### config.mk
export PLATFORM = sky130hd
export DESIGN_NAME = disparity_sweep_ctrl
export DESIGN_NICKNAME = d
export VERILOG_FILES = /design/src/rtl/depth_sched_pkg.sv /design/src/rtl/disparity_sweep_ctrl_wrap_counter.sv /design/src/rtl/disparity_sweep_ctrl.sv
export SDC_FILE = /design/constraint.sdc
export NUM_CORES = 1
export LEC_CHECK = 0
export BUFFER_PORTS_ARGS = -buffer_cell sky130_fd_sc_hd__buf_4
export CAP_MARGIN = 20
export CELL_PAD_IN_SITES_DETAIL_PLACEMENT = 0
export CELL_PAD_IN_SITES_GLOBAL_PLACEMENT = 2
export CORE_UTILIZATION = 29
export DETAILED_ROUTE_END_ITERATION = 8
export GPL_TIMING_DRIVEN = 0
export MAX_ROUTING_LAYER = met4
export PLACE_DENSITY = 0.73
export SYNTH_ARGS = -nofsm -noshare
export SYNTH_HDL_FRONTEND = slang
export SYNTH_HIERARCHICAL = 1
export SYNTH_SLANG_ARGS = --single-unit
export TNS_END_PERCENT = 50
### constraint.sdc
create_clock -name clk_in -period 1.99 [get_ports clk_in]
set_clock_uncertainty 0.05 [all_clocks]
set_input_delay 0.199 -clock clk_in [delete_from_list [all_inputs] [get_ports clk_in]]
set_output_delay 0.199 -clock clk_in [all_outputs]
set_load 0.02 [all_outputs]
### src/rtl/depth_sched_pkg.sv
// Shared types and width helpers for the disparity sweep controller.
// Contents:
//   state_t  - sequencer state (IDLE, SWEEP)
//   cnt_w()  - counter width for a modulus, never less than 1 bit
//   DEF_*    - default geometry and the counter widths derived from it
package depth_sched_pkg;

    typedef enum logic [0:0] {
        IDLE  = 1'b0,
        SWEEP = 1'b1
    } state_t;

    // Width needed to hold 0..n-1.
    function automatic int unsigned cnt_w(input int unsigned n);
        return (n <= 2) ? 1 : $clog2(n);
    endfunction

    localparam int unsigned DEF_MAX_DISP = 16;
    localparam int unsigned DEF_H_ACTIVE = 320;
    localparam int unsigned DEF_V_ACTIVE = 240;

    localparam int unsigned DEF_DISP_W = cnt_w(DEF_MAX_DISP);
    localparam int unsigned DEF_H_W    = cnt_w(DEF_H_ACTIVE);
    localparam int unsigned DEF_V_W    = cnt_w(DEF_V_ACTIVE);

endpackage

### src/rtl/disparity_sweep_ctrl_wrap_counter.sv
// wrap_counter: modulo-MAX_COUNT up counter with terminal-count decodes.
// Ports:
//   clk_in, rst_n_in - clock, async active-low reset
//   inc_in           - advance by one, wrapping to 0 from MAX_COUNT-1
//   clr_in           - synchronous clear, wins over inc_in
//   count_out        - current count
//   at_max_out       - count == MAX_COUNT-1
//   at_almost_out    - count == MAX_COUNT-2 (never set when MAX_COUNT < 2)
module wrap_counter
    import depth_sched_pkg::*;
#(
    parameter int unsigned MAX_COUNT = 16,
    parameter int unsigned W         = cnt_w(MAX_COUNT)
) (
    input  logic         clk_in,
    input  logic         rst_n_in,
    input  logic         inc_in,
    input  logic         clr_in,
    output logic [W-1:0] count_out,
    output logic         at_max_out,
    output logic         at_almost_out
);

    localparam int unsigned LAST   = (MAX_COUNT >= 1) ? MAX_COUNT - 1 : 0;
    localparam int unsigned ALMOST = (MAX_COUNT >= 2) ? MAX_COUNT - 2 : 0;
    localparam bit          HAS_ALMOST = (MAX_COUNT >= 2);

    assign at_max_out    = (count_out == W'(LAST));
    assign at_almost_out = HAS_ALMOST && (count_out == W'(ALMOST));

    // Count register: clear first, then wrap-or-increment.
    always_ff @(posedge clk_in or negedge rst_n_in) begin
        if (!rst_n_in) begin
            count_out <= '0;
        end else if (clr_in) begin
            count_out <= '0;
        end else if (inc_in) begin
            count_out <= at_max_out ? '0 : count_out + W'(1);
        end
    end

endmodule

### src/rtl/disparity_sweep_ctrl.sv
// disparity_sweep_ctrl: per-pixel disparity sweep sequencer for the stereo
// block-matching cost datapath. Each accepted pixel issues MAX_DISP cost
// requests (disparity 0..MAX_DISP-1) and advances the column/row position.
// Optional build macro: BACK2BACK_EN - accept the next pixel on the final
// request's handshake so sweeps run with no idle bubble.
// Ports:
//   clk_in, rst_n_in        - clock, async active-low reset
//   abort_in                - synchronous abort to IDLE with position zeroed
//   pix_valid_in/ready_out  - pixel ingest handshake
//   cost_req_out/ready_in   - cost request handshake
//   cost_disp/hcount/vcount - disparity and pixel position of the request
//   disp_almost_last_out    - request carries disparity MAX_DISP-2
//   disp_last_out           - request carries disparity MAX_DISP-1
//   line_end_out            - pulse after the last request of a line
//   frame_end_out           - pulse after the last request of a frame
//   busy_out                - sweep in progress
module disparity_sweep_ctrl
    import depth_sched_pkg::*;
#(
    parameter int unsigned MAX_DISP = DEF_MAX_DISP,
    parameter int unsigned H_ACTIVE = DEF_H_ACTIVE,
    parameter int unsigned V_ACTIVE = DEF_V_ACTIVE
) (
    input  logic                          clk_in,
    input  logic                          rst_n_in,
    input  logic                          abort_in,
    input  logic                          pix_valid_in,
    output logic                          pix_ready_out,
    output logic                          cost_req_out,
    input  logic                          cost_ready_in,
    output logic [cnt_w(MAX_DISP)-1:0]    cost_disp_out,
    output logic [cnt_w(H_ACTIVE)-1:0]    cost_hcount_out,
    output logic [cnt_w(V_ACTIVE)-1:0]    cost_vcount_out,
    output logic                          disp_almost_last_out,
    output logic                          disp_last_out,
    output logic                          line_end_out,
    output logic                          frame_end_out,
    output logic                          busy_out
);

    localparam int unsigned DISP_W = cnt_w(MAX_DISP);
    localparam int unsigned H_W    = cnt_w(H_ACTIVE);
    localparam int unsigned V_W    = cnt_w(V_ACTIVE);

    state_t state;

    logic accept;
    logic accept_last;
    logic pix_take;
    logic disp_at_max;
    logic disp_at_almost;
    logic h_at_max;
    logic v_at_max;
    logic h_almost_unused;
    logic v_almost_unused;

    // Abort suppresses every handshake in its cycle.
    assign accept      = (state == SWEEP) && cost_ready_in && !abort_in;
    assign accept_last = accept && disp_at_max;

`ifdef BACK2BACK_EN
    assign pix_ready_out = !abort_in &&
                           ((state == IDLE) ||
                            ((state == SWEEP) && disp_at_max && cost_ready_in));
`else
    assign pix_ready_out = !abort_in && (state == IDLE);
`endif

    assign pix_take             = pix_valid_in && pix_ready_out;
    assign cost_req_out         = (state == SWEEP);
    assign busy_out             = (state != IDLE);
    assign disp_last_out        = cost_req_out && disp_at_max;
    assign disp_almost_last_out = cost_req_out && disp_at_almost;

    wrap_counter #(.MAX_COUNT(MAX_DISP), .W(DISP_W)) u_disp (
        .clk_in        (clk_in),
        .rst_n_in      (rst_n_in),
        .inc_in        (accept),
        .clr_in        (abort_in),
        .count_out     (cost_disp_out),
        .at_max_out    (disp_at_max),
        .at_almost_out (disp_at_almost)
    );

    wrap_counter #(.MAX_COUNT(H_ACTIVE), .W(H_W)) u_hcount (
        .clk_in        (clk_in),
        .rst_n_in      (rst_n_in),
        .inc_in        (accept_last),
        .clr_in        (abort_in),
        .count_out     (cost_hcount_out),
        .at_max_out    (h_at_max),
        .at_almost_out (h_almost_unused)
    );

    wrap_counter #(.MAX_COUNT(V_ACTIVE), .W(V_W)) u_vcount (
        .clk_in        (clk_in),
        .rst_n_in      (rst_n_in),
        .inc_in        (accept_last && h_at_max),
        .clr_in        (abort_in),
        .count_out     (cost_vcount_out),
        .at_max_out    (v_at_max),
        .at_almost_out (v_almost_unused)
    );

    // Sequencer state and registered end-of-line/frame pulses.
    always_ff @(posedge clk_in or negedge rst_n_in) begin
        if (!rst_n_in) begin
            state         <= IDLE;
            line_end_out  <= 1'b0;
            frame_end_out <= 1'b0;
        end else begin
            line_end_out  <= accept_last && h_at_max;
            frame_end_out <= accept_last && h_at_max && v_at_max;
            if (abort_in) begin
                state <= IDLE;
            end else begin
                case (state)
                    IDLE:    if (pix_take) state <= SWEEP;
                    // pix_take can only be set here with back-to-back enabled.
                    SWEEP:   if (accept_last) state <= pix_take ? SWEEP : IDLE;
                    default: state <= IDLE;
                endcase
            end
        end
    end

endmodule

==> results.py, run 1 <==
metrics = {
    "global_route": {
        "grt_pass1_wl_um": 5340,
        "grt_max_degree": 25,
        "track_usage_pct": 14.1,
        "antenna_found_initial": 0,
        "overflow": 0,
        "grt_pass1_vias": 1143,
    },
    "sta": {
        "min_period_ps": 1970,
        "rsz0062_at_grt": "yes",
        "finalHoldViolations": 0,
        "tightest_slew_ps": 367,
        "setup_viol": 0,
        "fin_setup_tns_ps": 0,
        "period_share_pct": 98.9,
        "slew_violations": 0,
        "max_slew_margin_pct": 75.5,
        "max_clock_freq_ghz": 0.508,
    },
    "route": {
        "wirelength_um": 3210,
        "drt_iter0_drc": 93,
        "route.detailed.drc": 0,
        "wl_per_cell_um": 13.6,
        "viasPerCell": 5.01,
        "drtPass1Iterations": 4,
        "vias": 1182,
        "ant_nets": 0,
    },
    "placement": {
        "numPortBuffers": 32,
        "dp_cells": 221,
        "place_congestion": 0.724,
        "dpl.hpwl_um": 2140,
    },
    "setup_path": {
        "end_kind": "flop",
        "start_kind": "flop",
        "crit_family": "simple AND/OR/NAND/NOR gates",
        "cp.arrival_ps": 2120,
        "cp_cell_sequence": "ha_4, and3_4, and4b_1, and2_4, inv_4, or4_1, a31oi_1",
        "crit_type": "reg2reg",
        "path_buf_inv": 1,
        "slowest_delay_ps": 460,
        "required_ps": 2140,
        "critPathSlowestCell": "or4_1",
        "cp_max_fo": 4,
    },
    "clocking": {
        "insertion_delay_ps": 270,
        "clockRootBuffer": "clkbuf_8",
        "clk_pin_slew_ps": 90,
        "cts_tree": "built",
        "clockBufferDepth": 2,
        "cts_buffers": 3,
        "cts.sink_count": 24,
        "cts-htree-levels": 1,
    },
    "floorplan": {
        "fp.dieH_um": 70.2,
        "initial_utilization_pct": 30.5,
        "dieArea_um2": 4920,
        "pin_count": 33,
        "rows": 24,
        "core_area_um2": 4410,
        "fp.dieW_um": 70.2,
    },
    "flow_run": {
        "maxCapViolCount": 0,
    },
    "final_layout": {
        "final-instance-count-excl-fill": 236,
        "nets": 196,
        "area_growth_pct": 38.6,
        "drive_gt1_share_pct": 38.0,
        "n_antenna_cell": 0,
    },
    "yosys": {
        "ys_warn_count": 6,
        "syn_area_um2": 1350,
        "avgSynthCellArea_um2": 9.84,
        "synthCells": 137,
        "synth.net_count": 148,
    },
    "min_path": {
        "hold_path.class": "in2reg",
    },
    "outcome": {
        "run_status": "complete, no violations",
    },
    "power": {
        "leakagePower_nw": 0.872,
        "total_power_mw": 1.02,
        "power.density_nw_per_um2": 544,
        "vdd_drop_max_mv": 0.357,
    },
}
## flip-flops by register name, indices dropped and copies added, names as in the netlist
| name | cells |
|---|---|
| busy_out | 1 |
| frame_end_out | 1 |
| line_end_out | 1 |
| u_disp/count_out | 4 |
| u_hcount/count_out | 9 |
| u_vcount/count_out | 8 |
## report_power, final
part / internal, mW / total, mW / switching [mW]
registers: 0.493 / 0.503 / 0.00949
clock network: 0.269 / 0.438 / 0.168
logic: 0.0304 / 0.0750 / 0.0445
## cells in the final DEF, fill, tap and decap left out, types with 4 or more instances in the layout
cell     count
buf_4       44
dfrtp_1     19
nor2_1      13
nand2_1     12
a21oi_1      9
inv_1        8
xor2_1       5
ha_1         5
dfrtp_2      5
nand3_1      5
o21ai_0      4
or3_1        4
## routing by layer
layer | GRT usage [%] | part of all wire, % | wire [um]
met5 | - | 0 | 0
met3 | 2.45 | 3.4 | 110
met4 | 6.00 | 1.8 | 59
met1 | 17.3 | 46 | 1470
met2 | 22.9 | 49 | 1560
## area by class of cell
type / instances / area, um^2
sequential: 24 / 607
clock inverter: 1 / 30.0
buffer: 4 / 30.0
fill: 417 / 2550
inverter: 9 / 36.3
timing repair buffer: 43 / 325
clock buffer: 3 / 41.3
multi-input combinational: 100 / 733
tap: 52 / 65.1
## path summary, 6_finish.rpt
kind,slack [ps],endpoint,cells past startpoint,startpoint
worst min-delay path,60,busy_out,2,cost_ready_in
worst max register to register,20,u_vcount/count_out[7],7,u_disp/count_out[1]
min in group asynchronous,310,busy_out,2,rst_n_in
worst min register to register,530,u_hcount/count_out[8],2,u_hcount/count_out[8]
max in group asynchronous,1320,u_hcount/count_out[2],2,rst_n_in
worst max-delay path,20,u_vcount/count_out[7],7,u_disp/count_out[1]
## per-stage QoR
stage               utilization [%]  hold slack, ps  setup WS, ps  instance area (um^2)
floorplan                         -            -147         0.963                  1370
global placement               37.8            72.5         -62.4                  1670
detailed placement             37.8            79.9         -82.4                  1670
CTS                            40.6            52.2         -18.4                  1790
global route                   42.3            56.5         -83.1                  1870
finish                         42.3            57.4          21.7                  1870
## what timing repair did
action	4_1_cts	5_1_grt
hold endpoints to repair	24	0
endpoints found under the setup margin	6	5
gates resized for setup	4	6
pin swaps	1	7
hold buffers	1	0
setup buffers	4	6
(Power assumes the default switching activity.)
==> run 2: changes to the inputs <==
Settings changed: BUFFER_PORTS_ARGS -buffer_cell sky130_fd_sc_hd__buf_4 to default, CORE_UTILIZATION 29 to 34, DONT_BUFFER_PORTS from default to 1, PLACE_DENSITY 0.73 to 0.72, SLEW_MARGIN from default to 20.
Clock period 1.99 ns to 1.7 ns, I/O delays scaled along.
==> results.py, run 2 (synthesis results as in run 1) <==
metrics = {
    "min_path": {
        "whs_path_depth": 2,
        "min_to": "busy_out",
        "hold_path.class": "in2reg",
        "min_from": "pix_valid_in",
    },
    "floorplan": {
        "fp.dieH_um": 65.0,
        "initial_utilization_pct": 36.0,
        "pin_count": 33,
        "fp.dieW_um": 65.0,
        "core_area_um2": 3740,
        "rows": 22,
        "dieArea_um2": 4220,
    },
    "clocking": {
        "cts-htree-levels": 1,
        "clockRootBuffer": "clkbuf_8",
        "cts.sink_count": 24,
        "insertion_delay_ps": 260,
        "cts_tree": "built",
        "clockBufferDepth": 2,
        "clk_pin_slew_ps": 80,
        "cts_buffers": 3,
    },
    "final_layout": {
        "nets": 167,
        "post-route-util_pct": 45.8,
        "drive_gt1_share_pct": 32.3,
        "final-instance-count-excl-fill": 203,
        "final_cell_mix": "17 x dfrtp_1, 12 x nor2_1, 11 x nand2_1",
        "reg_top3": "u_hcount/count_out (9), u_vcount/count_out (8), u_disp/count_out (4)",
        "mostFrequentLayoutCell": "dfrtp_1",
        "area_growth_pct": 27.2,
        "n_antenna_cell": 0,
        "regMostFlops": "u_hcount/count_out",
        "fillCellCount": 379,
        "largest_reg_flops": 9,
    },
    "route": {
        "ant_nets": 0,
        "vias": 1099,
        "drtPass1Iterations": 4,
        "top_layer_used": "met4",
        "wl_per_cell_um": 15.4,
        "drt_iter0_drc": 27,
        "wl_met3_um": 157,
        "viasPerCell": 5.41,
        "wl_met2_um": 1560,
        "wl_met1_um": 1400,
        "route.detailed.drc": 0,
        "wirelength_um": 3130,
    },
    "sta": {
        "rsz0062_at_grt": "yes",
        "setup_viol": 17,
        "slew_violations": 0,
        "tightest_slew_ps": 418,
        "worst_hold_slack_ps": 33.6,
        "finalHoldViolations": 0,
        "period_share_pct": 124,
        "min_period_ps": 2110,
        "max_slew_margin_pct": 72.2,
        "max_clock_freq_ghz": 0.475,
        "fin_ws_ps": -406,
    },
    "setup_path": {
        "slowest_delay_ps": 500,
        "r2r-start": "u_disp/count_out[1]",
        "start_kind": "flop",
        "r2r.worst_path.cells": 7,
        "r2r_end": "u_hcount/count_out[8]",
        "cp_max_fo": 6,
        "critPathSlowestCell": "dfrtp_2",
        "cp_cell_sequence": "ha_4, and3_4, and4b_2, buf_6, o211ai_1, or4_4, a21oi_2",
        "cp.arrival_ps": 2250,
        "crit_type": "reg2reg",
        "end_kind": "flop",
        "regToRegSetupSlack_ps": -410,
        "required_ps": 1850,
    },
    "global_route": {
        "overflow": 0,
        "track_usage_pct": 16.3,
        "grt_pass1_vias": 1112,
        "grt_pass1_wl_um": 5180,
        "antenna_found_initial": 0,
        "grt_max_degree": 25,
    },
    "placement": {
        "place_congestion": 0.746,
        "dp_slack_ps": -455,
        "numPortBuffers": 0,
        "dpl.hpwl_um": 2020,
        "dp_cells": 185,
    },
    "power": {
        "power.density_nw_per_um2": 611,
        "vdd_drop_max_mv": 0.496,
        "leakagePower_nw": 0.714,
        "total_power_mw": 1.05,
    },
    "outcome": {
        "run_status": "finished with violations",
        "violations": "setup timing",
    },
    "flow_run": {
        "maxCapViolCount": 0,
    },
}
## run 2: critical path, delay by kind of cell, from the launching register on
kind	cells	cell delay (ps)
simple gates	3	900
fa+ha+maj	1	170
buf+inv	1	130
flops	1	500
compound gates	2	280
## run 2: where the power goes
| group | internal (mW) | switching, mW |
|---|---|---|
| Sequential | 0.577 | 0.0233 |
| Combinational | 0.0250 | 0.0384 |
| Clock | 0.206 | 0.177 |
| Total | 0.809 | 0.239 |
## run 2: worst max-delay path by stage
| stage | startpoint | to | depth (start not counted) |
|---|---|---|---|
| 6_report | u_disp/count_out[1] | u_hcount/count_out[8] | 7 |
| 5_1_grt | u_disp/count_out[0] | u_hcount/count_out[8] | 7 |
| 4_1_cts | u_disp/count_out[0] | u_vcount/count_out[6] | 7 |
| 3_5_place_dp | u_hcount/count_out[0] | u_vcount/count_out[6] | 6 |
| 3_3_place_gp | u_disp/count_out[0] | u_vcount/count_out[6] | 7 |
| 2_1_floorplan | u_disp/count_out[1] | u_vcount/count_out[6] | 7 |
## run 2: routing by layer
layer / up-vias / GRT usage, %
met2: 25 / 27.0
met3: 2 / 4.40
met5: - / -
met1: 543 / 20.2
li1: 529 / -
met4: 0 / 2.50
## run 2: final cells by class
type / count / area, um^2 / area share (%)
inverters: 9 / 36.3 / 2.12
repair buffers: 14 / 144 / 8.39
plain buffers: 4 / 30.0 / 1.75
clock buffers: 4 / 55.1 / 3.21
multi-input cells: 100 / 779 / 45.5
well taps: 48 / 60.1 / 3.50
flip-flops and latches: 24 / 609 / 35.5
## run 2: repair_timing
| item | CTS | global route |
|---|---|---|
| buffers inserted | 7 | 3 |
| resized for setup | 8 | 18 |
| hold endpoints to repair | 29 | 0 |
| pin swaps | 8 | 11 |
| hold buffers | 4 | 0 |
| setup endpoints to repair | 17 | 18 |
## run 2: stage by stage
stage,setup TNS (ps),instance area [um^2]
after floorplan,-1350,1370
after global placement,-3120,1430
after detailed placement,-3460,1430
after CTS,-4900,1620
after global routing,-5780,1710
final,-4260,1710
